### src/rtl/pc_fetch_unit.sv
// Fetch stage: program counter, instruction-memory address and IF/ID register.
// Branch and JALR redirects steer the next PC and squash the wrong-path fetch.
//
// state | meaning
// BOOT  | first cycle after reset, PC held at 0, nothing fetched
// RUN   | normal sequencing, stalls and redirects honoured
// HALT  | misaligned redirect seen, everything frozen until reset
module pc_fetch_unit #(
   parameter int PC_W  = 9,
   parameter int INS_W = 32,
   parameter int CNT_W = 8
) (
   input  logic             clk,
   input  logic             reset,
   input  logic             Stall,
   input  logic             PCSel,
   input  logic [31:0]      BrPC,
   input  logic             JalrSel,
   input  logic [31:0]      JalrPC,
   input  logic [INS_W-1:0] Instr,
   output logic [PC_W-1:0]  PC,
   output logic [PC_W-1:0]  IfId_PC,
   output logic [INS_W-1:0] IfId_Instr,
   output logic             IfId_Valid,
   output logic             Flush,
   output logic             MisalignErr,
   output logic [CNT_W-1:0] RedirectCnt
);

   localparam logic [INS_W-1:0] NOP = INS_W'(32'h0000_0013);

   typedef enum logic [1:0] {
      ST_BOOT = 2'd0,
      ST_RUN  = 2'd1,
      ST_HALT = 2'd2
   } state_t;

   state_t             state_q, state_d;
   logic [PC_W-1:0]    pc_q, pc_d;
   logic [PC_W-1:0]    ifid_pc_q, ifid_pc_d;
   logic [INS_W-1:0]   ifid_instr_q, ifid_instr_d;
   logic               ifid_valid_q, ifid_valid_d;
   logic               misalign_q, misalign_d;
   logic [CNT_W-1:0]   cnt_q, cnt_d;
   logic               flush;
   logic               redirect;
   logic [31:0]        target;
   logic               unused_target_hi;

   // JALR clears bit 0 of its target and wins over a simultaneous branch.
   assign redirect         = JalrSel | PCSel;
   assign target           = JalrSel ? (JalrPC & ~32'h1) : BrPC;
   assign unused_target_hi = ^target[31:PC_W];

   // Next-state and next-register computation; everything holds by default.
   always_comb begin
      state_d      = state_q;
      pc_d         = pc_q;
      ifid_pc_d    = ifid_pc_q;
      ifid_instr_d = ifid_instr_q;
      ifid_valid_d = ifid_valid_q;
      misalign_d   = misalign_q;
      cnt_d        = cnt_q;
      flush        = 1'b0;
      case (state_q)
         ST_BOOT: begin
            ifid_valid_d = 1'b0;
            state_d      = ST_RUN;
         end
         ST_RUN: begin
            if (redirect) begin
               flush        = 1'b1;
               ifid_valid_d = 1'b0;
               if (target[1:0] != 2'b00) begin
                  misalign_d = 1'b1;
                  state_d    = ST_HALT;
               end else begin
                  pc_d         = target[PC_W-1:0];
                  ifid_instr_d = NOP;
                  cnt_d        = (cnt_q == {CNT_W{1'b1}}) ? cnt_q : cnt_q + CNT_W'(1);
               end
            end else if (!Stall) begin
               ifid_instr_d = Instr;
               ifid_pc_d    = pc_q;
               ifid_valid_d = 1'b1;
               pc_d         = pc_q + PC_W'(4);
            end
         end
         ST_HALT: begin
            ifid_valid_d = 1'b0;
         end
         default: begin
            state_d = ST_HALT;
         end
      endcase
   end

   // State and pipeline registers with asynchronous active-low reset.
   always_ff @(posedge clk or negedge reset) begin
      if (!reset) begin
         state_q      <= ST_BOOT;
         pc_q         <= '0;
         ifid_pc_q    <= '0;
         ifid_instr_q <= NOP;
         ifid_valid_q <= 1'b0;
         misalign_q   <= 1'b0;
         cnt_q        <= '0;
      end else begin
         state_q      <= state_d;
         pc_q         <= pc_d;
         ifid_pc_q    <= ifid_pc_d;
         ifid_instr_q <= ifid_instr_d;
         ifid_valid_q <= ifid_valid_d;
         misalign_q   <= misalign_d;
         cnt_q        <= cnt_d;
      end
   end

   assign PC          = pc_q;
   assign IfId_PC     = ifid_pc_q;
   assign IfId_Instr  = ifid_instr_q;
   assign IfId_Valid  = ifid_valid_q;
   assign Flush       = flush;
   assign MisalignErr = misalign_q;
   assign RedirectCnt = cnt_q;

endmodule

### config.mk
export PLATFORM = sky130hd
export DESIGN_NAME = pc_fetch_unit
export DESIGN_NICKNAME = d
export VERILOG_FILES = /design/src/rtl/pc_fetch_unit.sv
export SDC_FILE = /design/constraint.sdc
export NUM_CORES = 1
export LEC_CHECK = 0
export ABC_CLOCK_PERIOD_IN_PS = 1500
export BUFFER_PORTS_ARGS = -buffer_cell sky130_fd_sc_hd__buf_2
export CORE_MARGIN = 3
export CORE_UTILIZATION = 30
export CTS_CLUSTER_SIZE = 28
export DETAILED_ROUTE_END_ITERATION = 12
export HOLD_SLACK_MARGIN = 0.03
export PLACE_DENSITY = 0.62
export SYNTH_ARGS = -nofsm -noshare
export SYNTH_HDL_FRONTEND = slang
export SYNTH_SLANG_ARGS = --single-unit
### constraint.sdc
create_clock -name clk -period 1.5 [get_ports clk]
set_clock_uncertainty 0.05 [all_clocks]
set_input_delay 0.075 -clock clk [delete_from_list [all_inputs] [get_ports clk]]
set_output_delay 0.075 -clock clk [all_outputs]
set_load 0.005 [all_outputs]
==> flow_metrics.env, run 1 <==
export IMPL_outcome="completed"
export IMPL_timing_slew_headroom_pct=69.3
export IMPL_crit_required_ps=1670
export IMPL_max_freq_mhz=684
export IMPL_max_cap_viol_count=0
export IMPL_final_max_slew_violation_count=0
export IMPL_worst_slack_ps=38.4
export IMPL_synth_edf_count=0
export IMPL_drc_errors=0
export IMPL_worstSkewPairLatency_ps=330
export IMPL_num_vias=2403
export IMPL_gr_usage_met2_pct=26.1
export IMPL_worst_min_delay_path_category="in2reg"
export IMPL_core_rowCount=34
export IMPL_viasPerCell=4.66
export IMPL_cellLeakagePower_nw=2.19
export IMPL_holdCritStartpoint="JalrPC[4]"
export IMPL_dp_cells=460
export IMPL_y_dimension_of_the_die_microns=101
export IMPL_finalSetupViolations=0
export IMPL_worstSetupEndpointType="flop"
export IMPL_via_count_of_the_first_global_routing_pass=2520
export IMPL_critPathArrivalTime_ps=1630
export IMPL_place_detailed_hpwl_microns=5210
export IMPL_max_vdd_ir_drop_mv=0.539
export IMPL_crit_start="state_q[1]"
export IMPL_clock_power_share_pct=30.6
export IMPL_grt_use_met1_pct=18.2
export IMPL_dominant_register_cell_in_the_synthesized_netlist="sky130_fd_sc_hd__dfrtp_1"
export IMPL_finish_net_count=507
export IMPL_worstSetupStartpointType="flop"
export IMPL_synthDistinctLibCells=49
export IMPL_initial_antenna_violation_count=0
export IMPL_reg2reg_from="state_q[1]"
export IMPL_rsz0062_at_grt="true"
export IMPL_hold_violations=0
export IMPL_layout_commonest_cell="sky130_fd_sc_hd__buf_2"
export IMPL_p_sw_w=0.00147
export IMPL_cts_inserted_buffers=9
export IMPL_detail_route_iter0_violations=40
export IMPL_p_total_w=0.00538
export IMPL_internal_power_w=0.00391
export IMPL_yosysWarningCount=0
export IMPL_synthesis_instances=228
export IMPL_cts_root_buffer_cell="sky130_fd_sc_hd__clkbuf_8"
export IMPL_dr_pass1_iters=4
export IMPL_netlist_area_sq_mm=0.00273
export IMPL_comb_power_share_pct=25.8
export IMPL_power_switching_share_pct=27.3
export IMPL_synth_seq_area_share_pct=56.9
export IMPL_netlist_top_cells_area="sky130_fd_sc_hd__dfrtp_1, sky130_fd_sc_hd__a22o_2, sky130_fd_sc_hd__nand2_1"
export IMPL_synth_top_area_share_pct=54.0
export IMPL_setup_slack_after_placement_ps=-41.3
export IMPL_grt_overflow=0
export IMPL_worst_hold_path_num_cells=4
export IMPL_detail_route_wl_per_cell_microns=14.7
export IMPL_ys_ff_latch=62
export IMPL_htreeDepth=3
export IMPL_cts_tree="done"
export IMPL_fp_dieArea_sq_mm=0.0103
export IMPL_post_synth_top_area_cell="sky130_fd_sc_hd__dfrtp_1"
export IMPL_fillerInstances=830
export IMPL_finalCriticalPeriod_ps=1460
export IMPL_worst_setup_path_type="reg2reg"
export IMPL_numPortBuffers=114
export IMPL_layout_cells_most_common_list="sky130_fd_sc_hd__buf_2, sky130_fd_sc_hd__dfrtp_1, sky130_fd_sc_hd__dlygate4sd3_1, sky130_fd_sc_hd__nand2_1, sky130_fd_sc_hd__buf_4"
export IMPL_async_reset_ff_share_pct=100
export IMPL_area_growth_from_synthesis_to_final_layout_pct=55.1
export IMPL_route_final_wire_length_microns=7570
export IMPL_crit_fanout=7
export IMPL_final_instance_count_excl_fill=516
export IMPL_synth_avg_cell_area_sq_um=12.0
export IMPL_final_min_period_over_clock_period_pct=97.4
export IMPL_gp_congestion=0.764
export IMPL_drtAntennaViolNets=0
export IMPL_grt_start_max_net_pins=63
export IMPL_design_core_area_sq_mm=0.00881
export IMPL_worstMarginPinSlew_ps=459
export IMPL_power_density_mw_per_mm2=1270
export IMPL_reg2regPathDepth=4
export IMPL_power_share_sequential_pct=43.6
export IMPL_insertedDiodeCount=0
export IMPL_groute_usage_overall_pct=15.2
export IMPL_fraction_of_final_layout_cells_sized_beyond_drive_strength_1_pct=49.0
export IMPL_chipWidth_microns=101
export IMPL_clockBufferDepth=2
export IMPL_design_portCount=162
export IMPL_grtUsageMet3_pct=3.65
export IMPL_syn_num_nets=331
export IMPL_gr_max_usage_layer="met2"
export IMPL_start_util_pct=31.0
export IMPL_cts_clk_slew_worst_paths_ps=70
export IMPL_grt_first_pass_wirelength_microns=12200
export IMPL_cts_sinks=62
## power groups by stage
stage / clock (W) / combinational [W] / sequential [W]
floorplan: 0 / 0.000530 / 0.00242
global placement: 0 / 0.00127 / 0.00236
detailed placement: 0 / 0.00131 / 0.00237
CTS: 0.00170 / 0.00139 / 0.00234
global route: 0.00176 / 0.00155 / 0.00240
finish: 0.00165 / 0.00138 / 0.00234
## cell type report
type                    instances  area [sq um]  area share [%]
well taps                     108           135            3.19
clock inverters                 4          70.1            1.65
flip-flops and latches         62          1560            36.7
repair buffers                177          1180            27.9
multi-input cells             148          1120            26.4
clock buffers                  11           151            3.57
inverters                       6          22.5           0.531
## stage by stage
step	util, %	hold slack (ps)	TNS (ps)	cell area [sq um]
detailed placement	40.5	67.1	-79.6	3560
global placement	40.5	53.4	-11.7	3560
floorplan	-	-271	0	2760
global route	48.1	67.0	-129	4240
CTS	47.7	34.9	-1.36	4200
finish	48.1	56.6	0	4240
## layer usage
metal  wire [microns]  share of wire, %
met1             3170                42
met2             3820                50
met3              438               5.8
met4              140               1.9
met5                0                 0
## worst max-delay path, stage by stage, from the launching register on
cell and delay (ps):
sky130_fd_sc_hd__dfrtp_1 370, sky130_fd_sc_hd__and2b_2 280, sky130_fd_sc_hd__o211ai_4 140, sky130_fd_sc_hd__a21oi_2 170
sky130_fd_sc_hd__mux2_2 340
## synth_stat cells, types with 2 or more instances
cell                       number
sky130_fd_sc_hd__nand2_1       32
sky130_fd_sc_hd__nand2b_1       2
sky130_fd_sc_hd__nor2_1        12
sky130_fd_sc_hd__mux2_2         3
sky130_fd_sc_hd__nor2b_1        2
sky130_fd_sc_hd__inv_1          6
sky130_fd_sc_hd__dfrtp_1       59
sky130_fd_sc_hd__o22ai_1        2
sky130_fd_sc_hd__buf_2          3
sky130_fd_sc_hd__a221oi_1       2
sky130_fd_sc_hd__o21ai_0        5
sky130_fd_sc_hd__and2_1         2
sky130_fd_sc_hd__xor2_1         5
sky130_fd_sc_hd__dfstp_2        3
sky130_fd_sc_hd__mux2i_1        3
sky130_fd_sc_hd__nor3_1         5
sky130_fd_sc_hd__nand3_1        5
sky130_fd_sc_hd__buf_6          7
sky130_fd_sc_hd__ha_1           2
sky130_fd_sc_hd__a22o_2        19
sky130_fd_sc_hd__o22a_1         5
sky130_fd_sc_hd__a21oi_1        6
sky130_fd_sc_hd__nand4_1        2
sky130_fd_sc_hd__a211oi_1       2
sky130_fd_sc_hd__a22o_1        10
## registers in the layout, indices dropped and copies added (netlist names)
name	count
PC	9
IfId_Instr	32
IfId_Valid	1
IfId_PC	9
state_q	2
MisalignErr	1
RedirectCnt	8
## cell families (layout without fill, tap and decap cells)
group / Yosys count / in the layout / share of synthesized area (%)
compound gates: 64 / 64 / 20.4
xor+xnor: 5 / 5 / 1.60
fa+ha+maj: 2 / 2 / 0.916
buf+inv: 18 / 198 / 4.67
flops: 62 / 62 / 56.9
mux: 6 / 6 / 2.34
simple gates: 71 / 71 / 13.2
## repair_timing
item	CTS	global route
buffers inserted	2	1
hold endpoints to repair	97	0
endpoints found under the setup margin	4	23
hold buffers	38	0
gates resized for setup	4	8
pin swaps	1	3
## path summary, 6_finish.rpt
check,endpoint,slack (ps)
max,RedirectCnt[1],40
min,PC[4],60
max reg2reg,RedirectCnt[1],40
min reg2reg,MisalignErr,410
max in group asynchronous,IfId_Instr[0],880
min in group asynchronous,IfId_PC[1],230
(Power assumes the default switching activity.)
==> run 2: changes to the inputs <==
CORE_MARGIN = not set   (was 3)
SETUP_SLACK_MARGIN = 0.3   (was not set)
==> flow_metrics.env, run 2 (same netlist as run 1, synthesis figures left out) <==
export IMPL_outcome="completed"
export IMPL_finalSetupViolations=0
export IMPL_worstSetupEndpointType="flop"
export IMPL_groute_usage_overall_pct=16.4
export IMPL_gr_max_usage_layer="met2"
export IMPL_final_min_period_over_clock_period_pct=100
export IMPL_setup_reg_to_reg_worst_slack_ps=0.3
export IMPL_power_density_mw_per_mm2=1220
export IMPL_layout_cells_most_common_list="sky130_fd_sc_hd__buf_2, sky130_fd_sc_hd__dfrtp_1, sky130_fd_sc_hd__dlygate4sd3_1, sky130_fd_sc_hd__nand2_1, sky130_fd_sc_hd__a22o_2"
export IMPL_worstSkewPairLatency_ps=330
export IMPL_critPathArrivalTime_ps=1670
export IMPL_hold_violations=0
export IMPL_fp_dieArea_sq_mm=0.00949
export IMPL_finalCriticalPeriod_ps=1500
export IMPL_internal_power_w=0.00381
export IMPL_y_dimension_of_the_die_microns=97.4
export IMPL_cts_root_buffer_cell="sky130_fd_sc_hd__clkbuf_8"
export IMPL_worstSetupStartpointType="flop"
export IMPL_final_max_slew_violation_count=0
export IMPL_cts_tree="done"
export IMPL_dr_pass1_iters=4
export IMPL_via_count_of_the_first_global_routing_pass=2468
export IMPL_finish_net_count=512
export IMPL_cts_inserted_buffers=9
export IMPL_largest_reg_flops=32
export IMPL_layout_commonest_cell="sky130_fd_sc_hd__buf_2"
export IMPL_design_portCount=162
export IMPL_detail_route_iter0_violations=105
export IMPL_power_switching_share_pct=29.6
export IMPL_rsz0062_at_grt="true"
export IMPL_cellLeakagePower_nw=2.22
export IMPL_worst_min_delay_path_category="in2reg"
export IMPL_grt_use_met1_pct=22.8
export IMPL_clockBufferDepth=2
export IMPL_finish_utilization_pct=50.4
export IMPL_comb_power_share_pct=27.5
export IMPL_power_share_sequential_pct=44.2
export IMPL_fraction_of_final_layout_cells_sized_beyond_drive_strength_1_pct=51.7
export IMPL_crit_fanout=8
export IMPL_viasPerCell=4.80
export IMPL_grt_overflow=0
export IMPL_core_rowCount=34
export IMPL_insertedDiodeCount=0
export IMPL_hold_ws_ps=55.7
export IMPL_crit_required_ps=1670
export IMPL_cpPeakStageDelay_ps=400
export IMPL_place_detailed_hpwl_microns=4700
export IMPL_multi_input_area_sq_mm=0.00119
export IMPL_numPortBuffers=114
export IMPL_initial_antenna_violation_count=0
export IMPL_start_util_pct=31.2
export IMPL_critical_path_slowest_cell="sky130_fd_sc_hd__dfrtp_1"
export IMPL_gr_usage_met2_pct=24.5
export IMPL_clock_power_share_pct=28.3
export IMPL_timing_slew_headroom_pct=70.9
export IMPL_area_growth_from_synthesis_to_final_layout_pct=61.6
export IMPL_timing_critical_path_cells="and2b_4 > o211ai_4 > a21oi_2 > mux2_4"
export IMPL_num_vias=2504
export IMPL_fillerInstances=810
export IMPL_max_vdd_ir_drop_mv=0.578
export IMPL_drtAntennaViolNets=0
export IMPL_worstMarginPinSlew_ps=435
export IMPL_cts_clk_slew_worst_paths_ps=80
export IMPL_cts_sinks=62
export IMPL_worst_setup_path_type="reg2reg"
export IMPL_p_sw_w=0.00160
export IMPL_max_freq_mhz=667
export IMPL_max_cap_viol_count=0
export IMPL_drc_errors=0
export IMPL_grt_first_pass_wirelength_microns=12400
export IMPL_register_area_sq_mm=0.00156
export IMPL_chipWidth_microns=97.4
export IMPL_design_core_area_sq_mm=0.00876
export IMPL_grtUsageMet3_pct=4.60
export IMPL_detail_route_wl_per_cell_microns=15.6
export IMPL_htreeDepth=3
export IMPL_gp_congestion=0.770
export IMPL_route_final_wire_length_microns=8130
export IMPL_totalNegativeSetupSlack_ps=0
export IMPL_grt_start_max_net_pins=63
run 2: changes by cell type in the layout (fill, tap and decap cells not counted), sizes merged:
| cell | delta |
|---|---|
| clkbuf | +3 |
| clkinvlp | +3 |
| buf | +2 |
| bufinv | -1 |
| clkinv | -1 |
run 2: critical path, delay by kind of cell (launching register included):
| kind | cells | cell delay [ps] |
|---|---|---|
| simple gates | 1 | 300 |
| compound gates | 2 | 330 |
| flops | 1 | 400 |
| mux | 1 | 310 |
run 2: per-layer routing:
layer	vias up	wire, microns
met4	0	137
met1	1202	3770
met2	96	3790
met5	-	0
li1	1196	-
met3	10	431
run 2: area by class of cell:
| type | count | area share [%] |
|---|---|---|
| Timing Repair Buffer | 182 | 29.6 |
| Multi-Input combinational cell | 148 | 26.9 |
| Tap cell | 108 | 3.06 |
| Clock buffer | 11 | 3.43 |
| Inverter | 6 | 0.510 |
| Clock inverter | 5 | 1.30 |
| Sequential cell | 62 | 35.2 |
run 2: through the flow:
stage	instances	cell area (sq um)	total power (W)	setup WS, ps
after detailed placement	457	3570	0.00373	-33.7
after floorplan	228	2820	0.00299	43.7
after global placement	457	3570	0.00369	-25.9
final	522	4420	0.00541	0.254
after global routing	522	4420	0.00576	-63.9
after CTS	514	4210	0.00538	1.95
run 2: power groups by stage:
stage                     Combinational [W]  Sequential (W)  Clock, W
after floorplan                    0.000566         0.00242         0
after global placement              0.00132         0.00238         0
after detailed placement            0.00133         0.00239         0
after CTS                           0.00142         0.00236   0.00159
after global routing                0.00164         0.00244   0.00168
final                               0.00149         0.00239   0.00153
run 2: repair_timing:
item                                    CTS  global route
endpoints found under the hold margin    97             0
hold buffers                             38             0
pin swaps                                 1             7
cloned                                    1             4
endpoints found under the setup margin   59            59
buffers inserted                          2             4
resized for setup                         3            20
run 2: path summary, 6_finish.rpt:
path	start	to	cells past startpoint
max	state_q[1]	RedirectCnt[1]	4
min	JalrPC[4]	PC[4]	4
max reg2reg	state_q[1]	RedirectCnt[1]	4
min reg2reg	MisalignErr	MisalignErr	1
max in group asynchronous	reset	IfId_Instr[1]	3
min in group asynchronous	reset	IfId_Instr[22]	3
